### config.mk
export PLATFORM = sky130hd
export DESIGN_NAME = display_scan_controller
export DESIGN_NICKNAME = d
export VERILOG_FILES = /design/src/rtl/disp_pkg.sv /design/src/rtl/display_decoder.sv /design/src/rtl/display_scan_controller.sv
export SDC_FILE = /design/constraint.sdc
export NUM_CORES = 1
export LEC_CHECK = 0
export CAP_MARGIN = 20
export CORE_UTILIZATION = 50
export CTS_CLUSTER_DIAMETER = 120
export DETAILED_ROUTE_END_ITERATION = 16
export PLACE_DENSITY = 0.81
export SLEW_MARGIN = 40
export SYNTH_ARGS = -nofsm -noshare
export SYNTH_HDL_FRONTEND = slang
export SYNTH_SLANG_ARGS = --single-unit
export TNS_END_PERCENT = 1
### constraint.sdc
create_clock -name clk -period 1.97 [get_ports clk]
set_clock_uncertainty 0.15 [all_clocks]
set_input_delay 0.394 -clock clk [delete_from_list [all_inputs] [get_ports clk]]
set_output_delay 0.394 -clock clk [all_outputs]
set_load 0.03 [all_outputs]
### src/rtl/disp_pkg.sv
// Shared definitions for the seven-segment address display controller.
package disp_pkg;

  typedef enum logic [1:0] {
    IDLE    = 2'd0,
    CONVERT = 2'd1,
    COMMIT  = 2'd2
  } state_t;

  localparam int          NUM_DIGITS  = 4;
  localparam logic [15:0] BCD_SAT     = 16'h9999;
  localparam logic [6:0]  SEG_BLANK   = 7'h00;
  localparam logic [3:0]  ADD3_THRESH = 4'd5;

endpackage

### src/rtl/display_decoder.sv
// BCD digit to active-high seven-segment pattern, seg = {g,f,e,d,c,b,a}.
module display_decoder (
  input  logic [3:0] digit,
  output logic [6:0] seg
);

  always_comb begin
    case (digit)
      4'd0:    seg = 7'h3F;
      4'd1:    seg = 7'h06;
      4'd2:    seg = 7'h5B;
      4'd3:    seg = 7'h4F;
      4'd4:    seg = 7'h66;
      4'd5:    seg = 7'h6D;
      4'd6:    seg = 7'h7D;
      4'd7:    seg = 7'h07;
      4'd8:    seg = 7'h7F;
      4'd9:    seg = 7'h6F;
      default: seg = 7'h00;
    endcase
  end

endmodule

### src/rtl/display_scan_controller.sv
// Binary-to-BCD (double-dabble) address display with a multiplexed 4-digit scan.
// Optional LEADING_ZERO_BLANK_EN blanks leading zero digits above the units.
module display_scan_controller
  import disp_pkg::*;
#(
  parameter int ADDR_W   = 15,
  parameter int SCAN_DIV = 50000
) (
  input  logic              clk,
  input  logic              reset,
  input  logic              in_valid,
  output logic              in_ready,
  input  logic [ADDR_W-1:0] address,
  output logic              busy,
  output logic              done,
  output logic              overflow,
  output logic [15:0]       bcd_out,
  output logic [6:0]        seg,
  output logic [3:0]        digit_sel
);

  localparam int ACC_W = 4 * (NUM_DIGITS + 1);
  localparam int CNT_W = $clog2(ADDR_W + 1);
  localparam int PRE_W = (SCAN_DIV > 1) ? $clog2(SCAN_DIV) : 1;

  state_t            state;
  logic [ADDR_W-1:0] shreg;
  logic [ACC_W-1:0]  acc;
  logic [CNT_W-1:0]  shift_cnt;
  logic [ACC_W-1:0]  acc_adj;
  logic [ACC_W-1:0]  acc_next;
  logic [ADDR_W-1:0] shreg_next;
  logic              last_shift;
  logic              accept;

  logic [PRE_W-1:0]  presc;
  logic [1:0]        idx;
  logic [3:0]        cur_nib;
  logic [6:0]        dec_seg;

  function automatic logic [ACC_W-1:0] dabble_adj(input logic [ACC_W-1:0] a);
    logic [ACC_W-1:0] r;
    for (int i = 0; i < NUM_DIGITS + 1; i++) begin
      r[4*i +: 4] = (a[4*i +: 4] >= ADD3_THRESH) ? a[4*i +: 4] + 4'd3 : a[4*i +: 4];
    end
    return r;
  endfunction

  always_comb begin
    acc_adj                = dabble_adj(acc);
    {acc_next, shreg_next} = {acc_adj, shreg} << 1;
  end

  assign last_shift = (shift_cnt == CNT_W'(ADDR_W - 1));
  assign accept     = in_valid && in_ready;

  // Control: the commit registers load on the final shift edge so done and
  // the new bcd_out are both visible during the COMMIT cycle.
  always_ff @(posedge clk) begin
    if (reset) begin
      state     <= IDLE;
      in_ready  <= 1'b1;
      busy      <= 1'b0;
      done      <= 1'b0;
      overflow  <= 1'b0;
      bcd_out   <= 16'h0000;
      shift_cnt <= '0;
    end else begin
      case (state)
        IDLE: begin
          done <= 1'b0;
          if (accept) begin
            shift_cnt <= '0;
            in_ready  <= 1'b0;
            busy      <= 1'b1;
            state     <= CONVERT;
          end
        end
        CONVERT: begin
          shift_cnt <= shift_cnt + 1'b1;
          if (last_shift) begin
            done  <= 1'b1;
            state <= COMMIT;
            if (acc_next[ACC_W-1 -: 4] != 4'd0) begin
              bcd_out  <= BCD_SAT;
              overflow <= 1'b1;
            end else begin
              bcd_out  <= acc_next[15:0];
              overflow <= 1'b0;
            end
          end
        end
        COMMIT: begin
          done     <= 1'b0;
          busy     <= 1'b0;
          in_ready <= 1'b1;
          state    <= IDLE;
        end
        default: begin
          done     <= 1'b0;
          busy     <= 1'b0;
          in_ready <= 1'b1;
          state    <= IDLE;
        end
      endcase
    end
  end

  // Datapath: shift register and BCD accumulator carry no reset.
  always_ff @(posedge clk) begin
    if (state == IDLE && accept) begin
      shreg <= address;
      acc   <= '0;
    end else if (state == CONVERT) begin
      shreg <= shreg_next;
      acc   <= acc_next;
    end
  end

  // Scan: free-running prescaler and digit index, independent of the FSM.
  always_ff @(posedge clk) begin
    if (reset) begin
      presc     <= '0;
      idx       <= 2'd0;
      digit_sel <= 4'b0001;
    end else if (presc == PRE_W'(SCAN_DIV - 1)) begin
      presc     <= '0;
      idx       <= idx + 2'd1;
      digit_sel <= {digit_sel[2:0], digit_sel[3]};
    end else begin
      presc <= presc + 1'b1;
    end
  end

  assign cur_nib = bcd_out[4*idx +: 4];

  display_decoder u_decoder (
    .digit (cur_nib),
    .seg   (dec_seg)
  );

`ifdef LEADING_ZERO_BLANK_EN
  logic blank;

  always_comb begin
    case (idx)
      2'd3:    blank = (bcd_out[15:12] == 4'd0);
      2'd2:    blank = (bcd_out[15:8]  == 8'd0);
      2'd1:    blank = (bcd_out[15:4]  == 12'd0);
      default: blank = 1'b0;
    endcase
    seg = blank ? SEG_BLANK : dec_seg;
  end
`else
  assign seg = dec_seg;
`endif

endmodule

==> flow_summary.ini <==
[placement]
portBuffers = 48
dp_slack_ns = -0.314
place_congestion = 0.834
detailed_place_hpwl_um = 6380

[clock_network]
cts_buffers = 9
numClockSinks = 83
path_clk_slew_ns = 0.08
htreeDepth = 3
hold_buffers = 0
tritoncts = done
cts-root-buf = clkbuf_8
cts_max_path_buffers = 2
clock_latency_ns = 0.35

[critical_path]
cp.arrival_ns = 2.02
cpMaxStageDelayCell = mux4_2
worstSetupPathType = register to primary output
path_delay_family = multiplexers
crit_chain = mux4_2 -> inv_4 -> ha_4 -> nor2b_4 -> o22ai_4 -> buf_6
startpoint_type = register
required_ns = 1.43
cpPeakStageDelay_ns = 0.60
critPathCaptureType = primary output
critPathBufInv = 2
crit_fanout = 5

[timing]
maxSlewHeadroom_pct = 69.3
max_freq_mhz = 390
setup_violations = 8
worst_hold_slack_ns = 0.317
finalHoldViolCount = 0
period_needed_ns = 2.56
slew_viol_final = 0
setup_slack_ns = -0.592
fin_crit_sh_pct = 130
tightest_slew_ns = 0.460
fin_tns_setup_ns = -3.98
rsz0062_at_grt = yes

[detailed_routing]
ant_nets = 0
wl_um = 9010
drt_pass1_iterations = 4
drt_iter0_markers = 152
vias = 3255
drc = 0
wire_per_inst_um = 15.1
viasPerCell = 5.47

[run_status]
status = finished with violations
violations = negative setup slack

[logic_synthesis]
ys_types = 51
netlist_instances = 399
ys_seq_area_share_pct = 45.2
ys_warn_count = 0
syn_avg_cell_area_um2 = 10.0
synth_nets = 436
syn-cell-area_mm2 = 0.00401
ys_ff_latch = 83

[final_layout]
area_delta_synth_final_pct = 36.0
nets = 525
n_antenna_cell = 0
drive_gt1_share_pct = 30.2

[floorplanning]
dieWidth_um = 91.5
num_rows = 32
die_y_um = 91.5
pin_count = 49
core_area_mm2 = 0.00773
floorplan.initialDensity_pct = 51.9
die_area_mm2 = 0.00838

[grt]
grt_pass1_vias = 3273
grt_pass1_wl_um = 14900
grt_usage_pct = 22.5
grt_overflow = 0
antenna_found_initial = 0
grt_start_max_net_pins = 30

[power_and_ir_drop]
clockPowerShare_pct = 34.5
switching_share_pct = 25.1
seqPwrFrac_pct = 52.0
power_switching_mw = 0.913
combPwrFrac_pct = 13.4
power.internal_mw = 2.73
p_leak_nw = 2.19
ir_drop_mv = 0.406
p_per_area_mw_per_mm2 = 668

[min_path]
hp-class = register to register

[flow_run]
cap_violations = 0
==> sequential cells by signal (all words and copies together) (netlist names) <==
register / count
in_ready: 1
bcd_out: 16
busy: 1
presc: 16
digit_sel: 4
state: 2
shreg: 15
overflow: 1
acc: 20
done: 1
shift_cnt: 4
idx: 2
==> worst paths after layout <==
| check | from | end | slack, ns | cells past startpoint |
|---|---|---|---|---|
| worst max register to register | acc[17] | bcd_out[9] | -0.02 | 8 |
| worst min register to register | busy | busy | 0.32 | 2 |
| worst max-delay path | idx[0] | seg[2] | -0.59 | 6 |
| worst min-delay path | busy | busy | 0.32 | 2 |
==> per-stage QoR <==
stage	instances	utilization, %	total power, mW	area, um2
2_1_floorplan	399	-	2.24	4120
3_3_place_gp	577	64.7	2.38	5000
3_5_place_dp	577	64.7	2.41	5000
4_1_cts	595	69.3	3.65	5350
5_1_grt	595	70.5	3.81	5450
6_report	595	70.5	3.64	5450
==> cell usage in the layout (no fill, tap or decap), types with 15 or more instances in the layout <==
cell and count:
dfxtp_1 64, buf_4 41, nor2_1 38, nand2_1 28, clkdlybuf4s50_1 19, o22ai_1 18, inv_1 17, mux2_2 17
nand2b_1 16, dlygate4sd2_1 16, edfxtp_1 15
==> per-layer routing <==
metal,wire length (um),global-route usage [%],up-vias
li1,-,-,1595
met2,4560,39.6,72
met5,0,0,-
met3,259,3.10,19
met1,3950,27.3,1569
met4,236,9.52,0
==> Yosys cell counts, drive strengths merged <==
library cell,n,area share [%]
a211o,2,0.44
a211oi,5,1.4
a21boi,1,0.19
a21o,1,0.22
a21oi,17,2.4
a221oi,6,1.3
a22oi,2,0.37
a311oi,3,1.1
a31oi,1,0.16
and2,1,0.16
and3,4,0.62
and4,4,0.87
and4bb,1,0.31
buf,12,1.7
clkbuf,5,0.47
dfxtp,68,34
edfxtp,15,11
ha,19,5.9
inv,23,2.2
mux2,18,5.1
mux2i,4,1.0
mux4,4,2.3
nand2,29,2.7
nand2b,19,3.2
nand3,6,0.75
nand3b,2,0.37
nand4,5,1.2
nor2,40,3.8
nor2b,4,0.62
nor3,6,0.87
nor3b,6,1.1
nor4b,1,0.59
o21a,1,0.19
o21ai,15,1.9
o22a,1,0.22
o22ai,21,3.3
o2bb2ai,1,0.22
o32ai,2,0.44
or3,2,0.31
or3b,1,0.22
xnor2,10,2.2
xor2,11,2.4
==> logic make-up (layout without fill, tap and decap cells) <==
kind of cell	after synthesis	after routing	synth area share [%]
fa+ha+maj	19	19	5.93
xor+xnor	21	21	4.59
simple gates	131	131	17.7
flops	83	83	45.2
compound gates	79	79	13.9
mux	26	26	8.40
buf+inv	40	134	4.34
==> power by group through the flow <==
stage                     logic [mW]  clock network, mW  registers, mW
after floorplan                0.312                  0           1.93
after global placement         0.452                  0           1.93
after detailed placement       0.474                  0           1.94
after CTS                      0.480               1.28           1.90
after global routing           0.540               1.36           1.91
final                          0.489               1.26           1.90
==> what timing repair did <==
action                                  CTS  global route
endpoints found under the hold margin     0             0
buffers inserted                          2             0
resized for setup                        47            27
pin swaps                                 6             6
cloned                                    0             0
endpoints found under the setup margin   40            31
==> cell type report <==
| cell class | instances | area (um2) |
|---|---|---|
| Multi-Input combinational cell | 276 | 2320 |
| Fill cell | 547 | 2280 |
| Sequential cell | 83 | 1820 |
| Timing Repair Buffer | 95 | 886 |
| Clock buffer | 12 | 158 |
| Tap cell | 102 | 128 |
| Inverter | 23 | 93.8 |
| Clock inverter | 4 | 47.5 |
==> tightest hold or removal path, stage by stage (launching register included) <==
cell      delay (ns)
dfxtp_1         0.32
inv_1           0.05
a211oi_1        0.05
No activity file was read; power rests on OpenSTA's default activity.
